`src/rtl/demux_router_if.sv`:
```
// Bundle of signals between the demux router and its environment.
//   in_valid/in_ready/in_sel/in_data : single upstream valid/ready stream
//   out_valid/out_ready              : per-destination handshake
//   out_data                         : per-destination head payload
//   out_level                        : per-destination FIFO occupancy, 0..DEPTH
// The slave modport is the router; the master modport is whatever drives the
// upstream stream and the downstream ready lines.
interface demux_router_if #(
  parameter int unsigned DATA_WIDTH  = 32,
  parameter int unsigned NUM_OUTPUTS = 4,
  parameter int unsigned SEL_WIDTH   = $clog2(NUM_OUTPUTS),
  parameter int unsigned DEPTH       = 2
);
  localparam int unsigned LVL_W = $clog2(DEPTH) + 1;

  logic                   in_valid;
  logic                   in_ready;
  logic [SEL_WIDTH-1:0]   in_sel;
  logic [DATA_WIDTH-1:0]  in_data;
  logic [NUM_OUTPUTS-1:0] out_valid;
  logic [NUM_OUTPUTS-1:0] out_ready;
  logic [DATA_WIDTH-1:0]  out_data  [NUM_OUTPUTS];
  logic [LVL_W-1:0]       out_level [NUM_OUTPUTS];

  modport master (
    output in_valid, in_sel, in_data, out_ready,
    input  in_ready, out_valid, out_data, out_level
  );

  modport slave (
    input  in_valid, in_sel, in_data, out_ready,
    output in_ready, out_valid, out_data, out_level
  );
endinterface

```
`src/rtl/demux_router.sv`:
```
// demux_router: routes one valid/ready stream to one of NUM_OUTPUTS consumers
// selected per beat by in_sel. Each destination owns a DEPTH-entry FIFO so a
// stalled consumer only blocks beats addressed to it.
// Ports:
//   clk        : clock, all state on rising edge
//   rst        : synchronous active-high reset
//   sif        : demux_router_if.slave (upstream stream + per-output drain)
//   err_o      : (DEMUX_ROUTER_ERR_EN only) one-cycle pulse after an
//                out-of-range beat is accepted
//   err_sel_o  : (DEMUX_ROUTER_ERR_EN only) in_sel of the last such beat
// Optional feature macro: DEMUX_ROUTER_ERR_EN. Without it out-of-range beats
// are accepted and silently dropped.
module demux_router #(
  parameter int unsigned DATA_WIDTH  = 32,
  parameter int unsigned NUM_OUTPUTS = 4,
  parameter int unsigned SEL_WIDTH   = $clog2(NUM_OUTPUTS),
  parameter int unsigned DEPTH       = 2
) (
  input  logic                 clk,
  input  logic                 rst,
`ifdef DEMUX_ROUTER_ERR_EN
  output logic                 err_o,
  output logic [SEL_WIDTH-1:0] err_sel_o,
`endif
  demux_router_if.slave        sif
);
  localparam int unsigned AW       = $clog2(DEPTH);
  localparam int unsigned PW       = AW + 1;
  localparam int unsigned SEL_SPAN = 1 << SEL_WIDTH;

  logic [PW-1:0]          wr_q    [NUM_OUTPUTS];
  logic [PW-1:0]          wr_d    [NUM_OUTPUTS];
  logic [PW-1:0]          rd_q    [NUM_OUTPUTS];
  logic [PW-1:0]          rd_d    [NUM_OUTPUTS];
  logic [PW-1:0]          level_c [NUM_OUTPUTS];
  logic [DATA_WIDTH-1:0]  mem_q   [NUM_OUTPUTS][DEPTH];
  logic [SEL_SPAN-1:0]    full_c;
  logic [NUM_OUTPUTS-1:0] valid_c;
  logic [NUM_OUTPUTS-1:0] push_c;
  logic [NUM_OUTPUTS-1:0] pop_c;
  logic                   ready_c;
  logic                   accept_c;

  // Per-port occupancy and full flag from the extra-MSB pointer scheme.
  // full_c is padded to the whole in_sel range; padding bits stay 0 so an
  // out-of-range select always reads ready.
  always_comb begin
    level_c = '{default: '0};
    full_c  = '0;
    valid_c = '0;
    for (int i = 0; i < NUM_OUTPUTS; i++) begin
      level_c[i] = wr_q[i] - rd_q[i];
      valid_c[i] = (level_c[i] != '0);
      full_c[i]  = (wr_q[i][AW] != rd_q[i][AW]) &&
                   (wr_q[i][AW-1:0] == rd_q[i][AW-1:0]);
    end
  end

  // Readiness depends only on registered state and in_sel, never on out_ready.
  assign ready_c  = ~full_c[sif.in_sel];
  assign accept_c = sif.in_valid & ready_c;

  // Push/pop decode and pointer advance.
  always_comb begin
    push_c = '0;
    pop_c  = '0;
    wr_d   = wr_q;
    rd_d   = rd_q;
    for (int i = 0; i < NUM_OUTPUTS; i++) begin
      push_c[i] = accept_c && (sif.in_sel == SEL_WIDTH'(i));
      pop_c[i]  = valid_c[i] & sif.out_ready[i];
      wr_d[i]   = wr_q[i] + PW'(push_c[i]);
      rd_d[i]   = rd_q[i] + PW'(pop_c[i]);
    end
  end

  // FIFO storage and pointers; storage is cleared so out_data reads 0 after reset.
  always_ff @(posedge clk) begin
    if (rst) begin
      for (int i = 0; i < NUM_OUTPUTS; i++) begin
        wr_q[i] <= '0;
        rd_q[i] <= '0;
        for (int j = 0; j < DEPTH; j++) begin
          mem_q[i][j] <= '0;
        end
      end
    end else begin
      for (int i = 0; i < NUM_OUTPUTS; i++) begin
        wr_q[i] <= wr_d[i];
        rd_q[i] <= rd_d[i];
        if (push_c[i]) begin
          mem_q[i][wr_q[i][AW-1:0]] <= sif.in_data;
        end
      end
    end
  end

  assign sif.in_ready  = ready_c;
  assign sif.out_valid = valid_c;

  // Head entry and occupancy per destination.
  for (genvar g = 0; g < NUM_OUTPUTS; g++) begin : g_out
    assign sif.out_data[g]  = mem_q[g][rd_q[g][AW-1:0]];
    assign sif.out_level[g] = level_c[g];
  end

`ifdef DEMUX_ROUTER_ERR_EN
  logic                 in_range_c;
  logic                 err_q;
  logic [SEL_WIDTH-1:0] err_sel_q;

  assign in_range_c = (32'(sif.in_sel) < NUM_OUTPUTS);

  // Out-of-range beats are always accepted, so in_valid alone qualifies them.
  always_ff @(posedge clk) begin
    if (rst) begin
      err_q     <= 1'b0;
      err_sel_q <= '0;
    end else begin
      err_q <= sif.in_valid && !in_range_c;
      if (sif.in_valid && !in_range_c) begin
        err_sel_q <= sif.in_sel;
      end
    end
  end

  assign err_o     = err_q;
  assign err_sel_o = err_sel_q;
`endif
endmodule

```
`src/flat_wrapper.sv`:
```
// flat-port wrapper written by rule: the top's interface ports become plain ports
module demux_router_flat 
#(
  parameter int unsigned DATA_WIDTH  = 32,
  parameter int unsigned NUM_OUTPUTS = 4,
  parameter int unsigned SEL_WIDTH   = $clog2(NUM_OUTPUTS),
  parameter int unsigned DEPTH       = 2
)
  (clk, rst, sif_in_valid, sif_in_sel, sif_in_data, sif_out_ready, sif_in_ready, sif_out_valid, sif_out_data, sif_out_level);
  demux_router_if #(.DATA_WIDTH(DATA_WIDTH), .NUM_OUTPUTS(NUM_OUTPUTS), .SEL_WIDTH(SEL_WIDTH), .DEPTH(DEPTH)) sif_i ();
  input  logic clk;
  input  logic rst;
  input wire logic [$bits(sif_i.in_valid)-1:0] sif_in_valid;
  input wire logic [$bits(sif_i.in_sel)-1:0] sif_in_sel;
  input wire logic [$bits(sif_i.in_data)-1:0] sif_in_data;
  input wire logic [$bits(sif_i.out_ready)-1:0] sif_out_ready;
  output wire logic [$bits(sif_i.in_ready)-1:0] sif_in_ready;
  output wire logic [$bits(sif_i.out_valid)-1:0] sif_out_valid;
  output wire logic [$bits(sif_i.out_data)-1:0] sif_out_data;
  output wire logic [$bits(sif_i.out_level)-1:0] sif_out_level;
  assign sif_i.in_valid = sif_in_valid;
  assign sif_i.in_sel = sif_in_sel;
  assign sif_i.in_data = sif_in_data;
  assign sif_i.out_ready = sif_out_ready;
  assign sif_in_ready = sif_i.in_ready;
  assign sif_out_valid = sif_i.out_valid;
  assign sif_out_data = {>>{sif_i.out_data}};
  assign sif_out_level = {>>{sif_i.out_level}};
  demux_router #(.DATA_WIDTH(DATA_WIDTH), .NUM_OUTPUTS(NUM_OUTPUTS), .SEL_WIDTH(SEL_WIDTH), .DEPTH(DEPTH)) u_core (.clk(clk), .rst(rst), .sif(sif_i));
endmodule
```
`config.mk`:
```
export PLATFORM = sky130hd
export DESIGN_NAME = demux_router_flat
export DESIGN_NICKNAME = d
export VERILOG_FILES = /design/src/rtl/demux_router_if.sv /design/src/rtl/demux_router.sv /design/src/flat_wrapper.sv
export SDC_FILE = /design/constraint.sdc
export NUM_CORES = 1
export LEC_CHECK = 0
export CAP_MARGIN = 20
export CORE_UTILIZATION = 30
export DETAILED_ROUTE_END_ITERATION = 8
export HOLD_SLACK_MARGIN = 0.05
export PLACE_DENSITY = 0.54
export SLEW_MARGIN = 30
export SYNTH_ARGS = -nofsm -noshare
export SYNTH_HDL_FRONTEND = slang
export SYNTH_SLANG_ARGS = --single-unit
```
`constraint.sdc`:
```
create_clock -name clk -period 5.1 [get_ports clk]
set_input_delay 0.765 -clock clk [delete_from_list [all_inputs] [get_ports clk]]
set_output_delay 0.765 -clock clk [all_outputs]
set_load 0.005 [all_outputs]
```
==> impl_results.md <==
- Status: finished, final reports clean
- Placed cell areas: between 0.01 and 0.015 mm2
- Clock root cell: clkbuf_16
- DP HPWL: roughly 23000 um
- Chip Width: approximately 200 um
- Drt drc: 0
- Core area: 0.0398 mm2
- HP Class: flop to flop
- Area of the multi-input gates: approximately 0.0048 mm2
- Post-synthesis cell area: between 0.01 and 0.015 mm2
- DR WL/cell: between 15 and 20 um
- CP bufs+invs: 4
- Hold Vio Cnt, Final: 0
- GRT overflow: 0
- Hold_ws: 0.461 ns
- Dominant synthesized flop cell: edfxtp_1
- Top cell family by delay on the critical path: buffers and inverters
- CP Launch Type: flop
- FF-to-FF End: u_core.mem_q[0][12]
- Hold Crit Depth: 2
- Post-CTS sizing: 0
- Antenna violations before repair: 1
- Slew Viols, Final: 0
- Maximum clock path buffer count: 3
- Clock buffer count from CTS: 28
- H-tree depth: 1
- Worst EP arrival: around 2.8 ns
- Clock transition at the registers of the reported paths: 0.06 ns
- Final setup vio count: 0
- Share of the synthesized area in the top cell type: a little under 40%
- Crit Path Class: flop to output pin
- Final Skew: 0.0186 ns
- Crit path top cell by count: inv_1
- Vias in the first global route: around 8000
- Slowest-stage cell, CP: clkdlybuf4s50_1
- Synth cell types: 35
- Maximum vdd ir drop: between 200 and 250 uV
- R2R Setup Slk: 2.32 ns
- Layout cell share with drive strength beyond 1: about a fifth
- Boundary Pins: about 180
- Chip Height: 203 um
- Worst-Skew Late Latency: roughly 0.54 ns
- RSZ-0062 raised after global routing: no
- Slew HR: 46.3%
- Placer congestion estimate: between 0.8 and 0.9
- DRT Pass-1 Iters: 5
- WP depth: 7
- Setup bufs post-CTS: 0
- Max-cap violations: 0
- Seq cells post-synth: 272
- Yosys warnings: 0
- # rows: between 70 and 80
- Crit-path max FO: 67
- Slowest Stage Delay on Critical Path: 0.57 ns
- Cells after Synth: between 900 and 1000
- Synth top area cells: edfxtp_1, dfxtp_1, mux2_2
- Fill count: a little under 4000
- Critical-path cell list: buf_4, inv_1, ha_1, inv_1, nor4_2, nor3_1, clkdlybuf4s50_1
- PD cells: around 370 mW/mm2
- Port Buffer Count: about 180
- Required @ worst endpoint: ~4.3 ns
- Tot GR Track Use: 15.7%
- Maximum number of pins on one net before global-route repair: slightly below 70
- Hold-fix buffers, CTS: 0
- Final worst slack: roughly 1.5 ns
- Fin crit share: 70.0%
- Final Cell Area: about 0.015 mm2
- Setup TNS: 0 ns
- Fmax: 280 MHz
- Async SR Flop Fraction: 0%
- Leakage: 6.09 nW
- Overall routed net length: around 33000 um
- Die area: just over 0.04 mm2
- Mean area per synthesized cell: roughly 12 um2
- Worst r2r src: u_core.wr_q[6]
- Reg2Reg Depth: 7
- Initial Util: 30.5%
- Number of vias per cell: 4.68
- Crit. End Element: output pin
- Synth area leader: edfxtp_1
- Post-synth EDFFs: 160
- Post-synth net total: roughly 1000
- Worst hold start: u_core.mem_q[3][29]
- Worst Hold End: u_core.mem_q[3][29]
- Nets: approximately 1200
- Setup WS pre-CTS: ~1.6 ns
- Total number of vias: ~7900
- Reg area: 0.00705 mm2
- Area grow syn2layout: 27.2%
- Post-DRT Antenna Nets: 0
- Register area share after synthesis: between 50% and 60%
- CTS tree: done
- Measured slew at the worst slew-check pin: 0.806 ns
- Min Clock Period, post-route: 3.57 ns
- Clock sinks: approximately 270
- First-pass GRT wire length: around 50000 um
- Starting DRC count in detailed routing: 500
-- cells in the final DEF (no fill, tap or decap), drive strengths merged --
cell type,count
edfxtp,160
o22ai,1
mux2,128
a21o,2
diode,1
o21a,1
nand2,133
or3b,1
clkdlybuf4s50,181
and3,1
and4b,1
clkinv,3
xnor2,14
nor2b,8
o211ai,2
nor3,66
o21ba,2
nor2,10
and2,4
buf,20
dfxtp,112
ha,12
mux2i,96
xnor3,2
o221ai,1
o21ai,1
or3,32
nand2b,34
clkbuf,49
nor4,33
o31ai,3
nand3b,2
inv,11
nand3,32
-- layout make-up --
cell class	instances	share of cell area [%]
antenna	1	0.0162
clock buffer	49	5.94
clock inverter	3	0.0973
inverter	11	0.284
multi-input combinational	622	31.0
sequential	272	45.7
tap	525	4.26
timing repair buffer	201	12.7
-- synthesized netlist by cell type (2+ instances only) --
library cell and number:
edfxtp_1 160, nand2_1 133, mux2_2 128, dfxtp_1 112
mux2i_1 96, nor3_1 52, clkbuf_1 41, nand2b_1 34
nor4_1 33, nand3_1 32, or3_1 32, buf_2 24
buf_1 14, nor3_2 14, xnor2_1 14, ha_1 12
inv_1 10, nor2_1 10, nor2b_1 8, and2_1 4
buf_6 4, o31ai_1 3, a21o_1 2, nand3b_1 2
o211ai_2 2, o21ba_2 2, xnor3_1 2
-- sequential cells by signal (all words and copies together) (netlist names) --
| register | cells |
|---|---|
| u_core.rd_q | 8 |
| u_core.wr_q | 8 |
| u_core.mem_q | 256 |
-- where the power goes --
| group | total, mW | internal, mW | switching (mW) |
|---|---|---|---|
| Sequential | 2.46 | 2.43 | 0.0330 |
| Combinational | 1.13 | 0.609 | 0.521 |
| Clock | 2.05 | 1.21 | 0.839 |
-- per-stage QoR --
| stage | std cells | power (mW) | util, % |
|---|---|---|---|
| after floorplan | 988 | 3.05 | - |
| after global placement | 1631 | 3.66 | 36.4 |
| after detailed placement | 1631 | 3.66 | 36.4 |
| after CTS | 1683 | 5.72 | 38.7 |
| after global routing | 1684 | 5.87 | 38.7 |
| final | 1684 | 5.65 | 38.7 |
-- worst register-to-register path, cell delays in order, from the launching register on --
cell,delay (ns)
dfxtp_2,0.31
buf_4,0.47
inv_1,0.14
ha_1,0.32
inv_1,0.08
nor4_2,0.33
buf_4,0.66
nor4_1,0.20
-- cell families after synthesis --
group	share of synthesized area, %
simple gates	15.1
flops	58.1
mux	19.8
buf+inv	3.40
xor+xnor	1.38
compound gates	0.959
fa+ha+maj	1.24
-- worst max-delay path by stage --
stage                   startpoint                  to  slack (ns)
global route        u_core.wr_q[6]        sif_in_ready        1.28
CTS                 u_core.wr_q[6]        sif_in_ready        1.41
finish              u_core.wr_q[6]        sif_in_ready        1.53
global placement     sif_in_sel[0]        sif_in_ready        1.61
detailed placement   sif_in_sel[0]        sif_in_ready        1.57
floorplan            sif_in_sel[1]  u_core.mem_q[1][0]        0.92
-- routing by layer --
| metal | global-route usage, % | vias to the layer above | part of all wire [%] |
|---|---|---|---|
| li1 | - | 3859 | - |
| met5 | 0 | - | 0 |
| met3 | 2.36 | 31 | 4.4 |
| met1 | 24.5 | 3812 | 52 |
| met4 | 3.20 | 0 | 1.2 |
| met2 | 22.8 | 184 | 42 |
No activity file was read; power rests on OpenSTA's default activity.
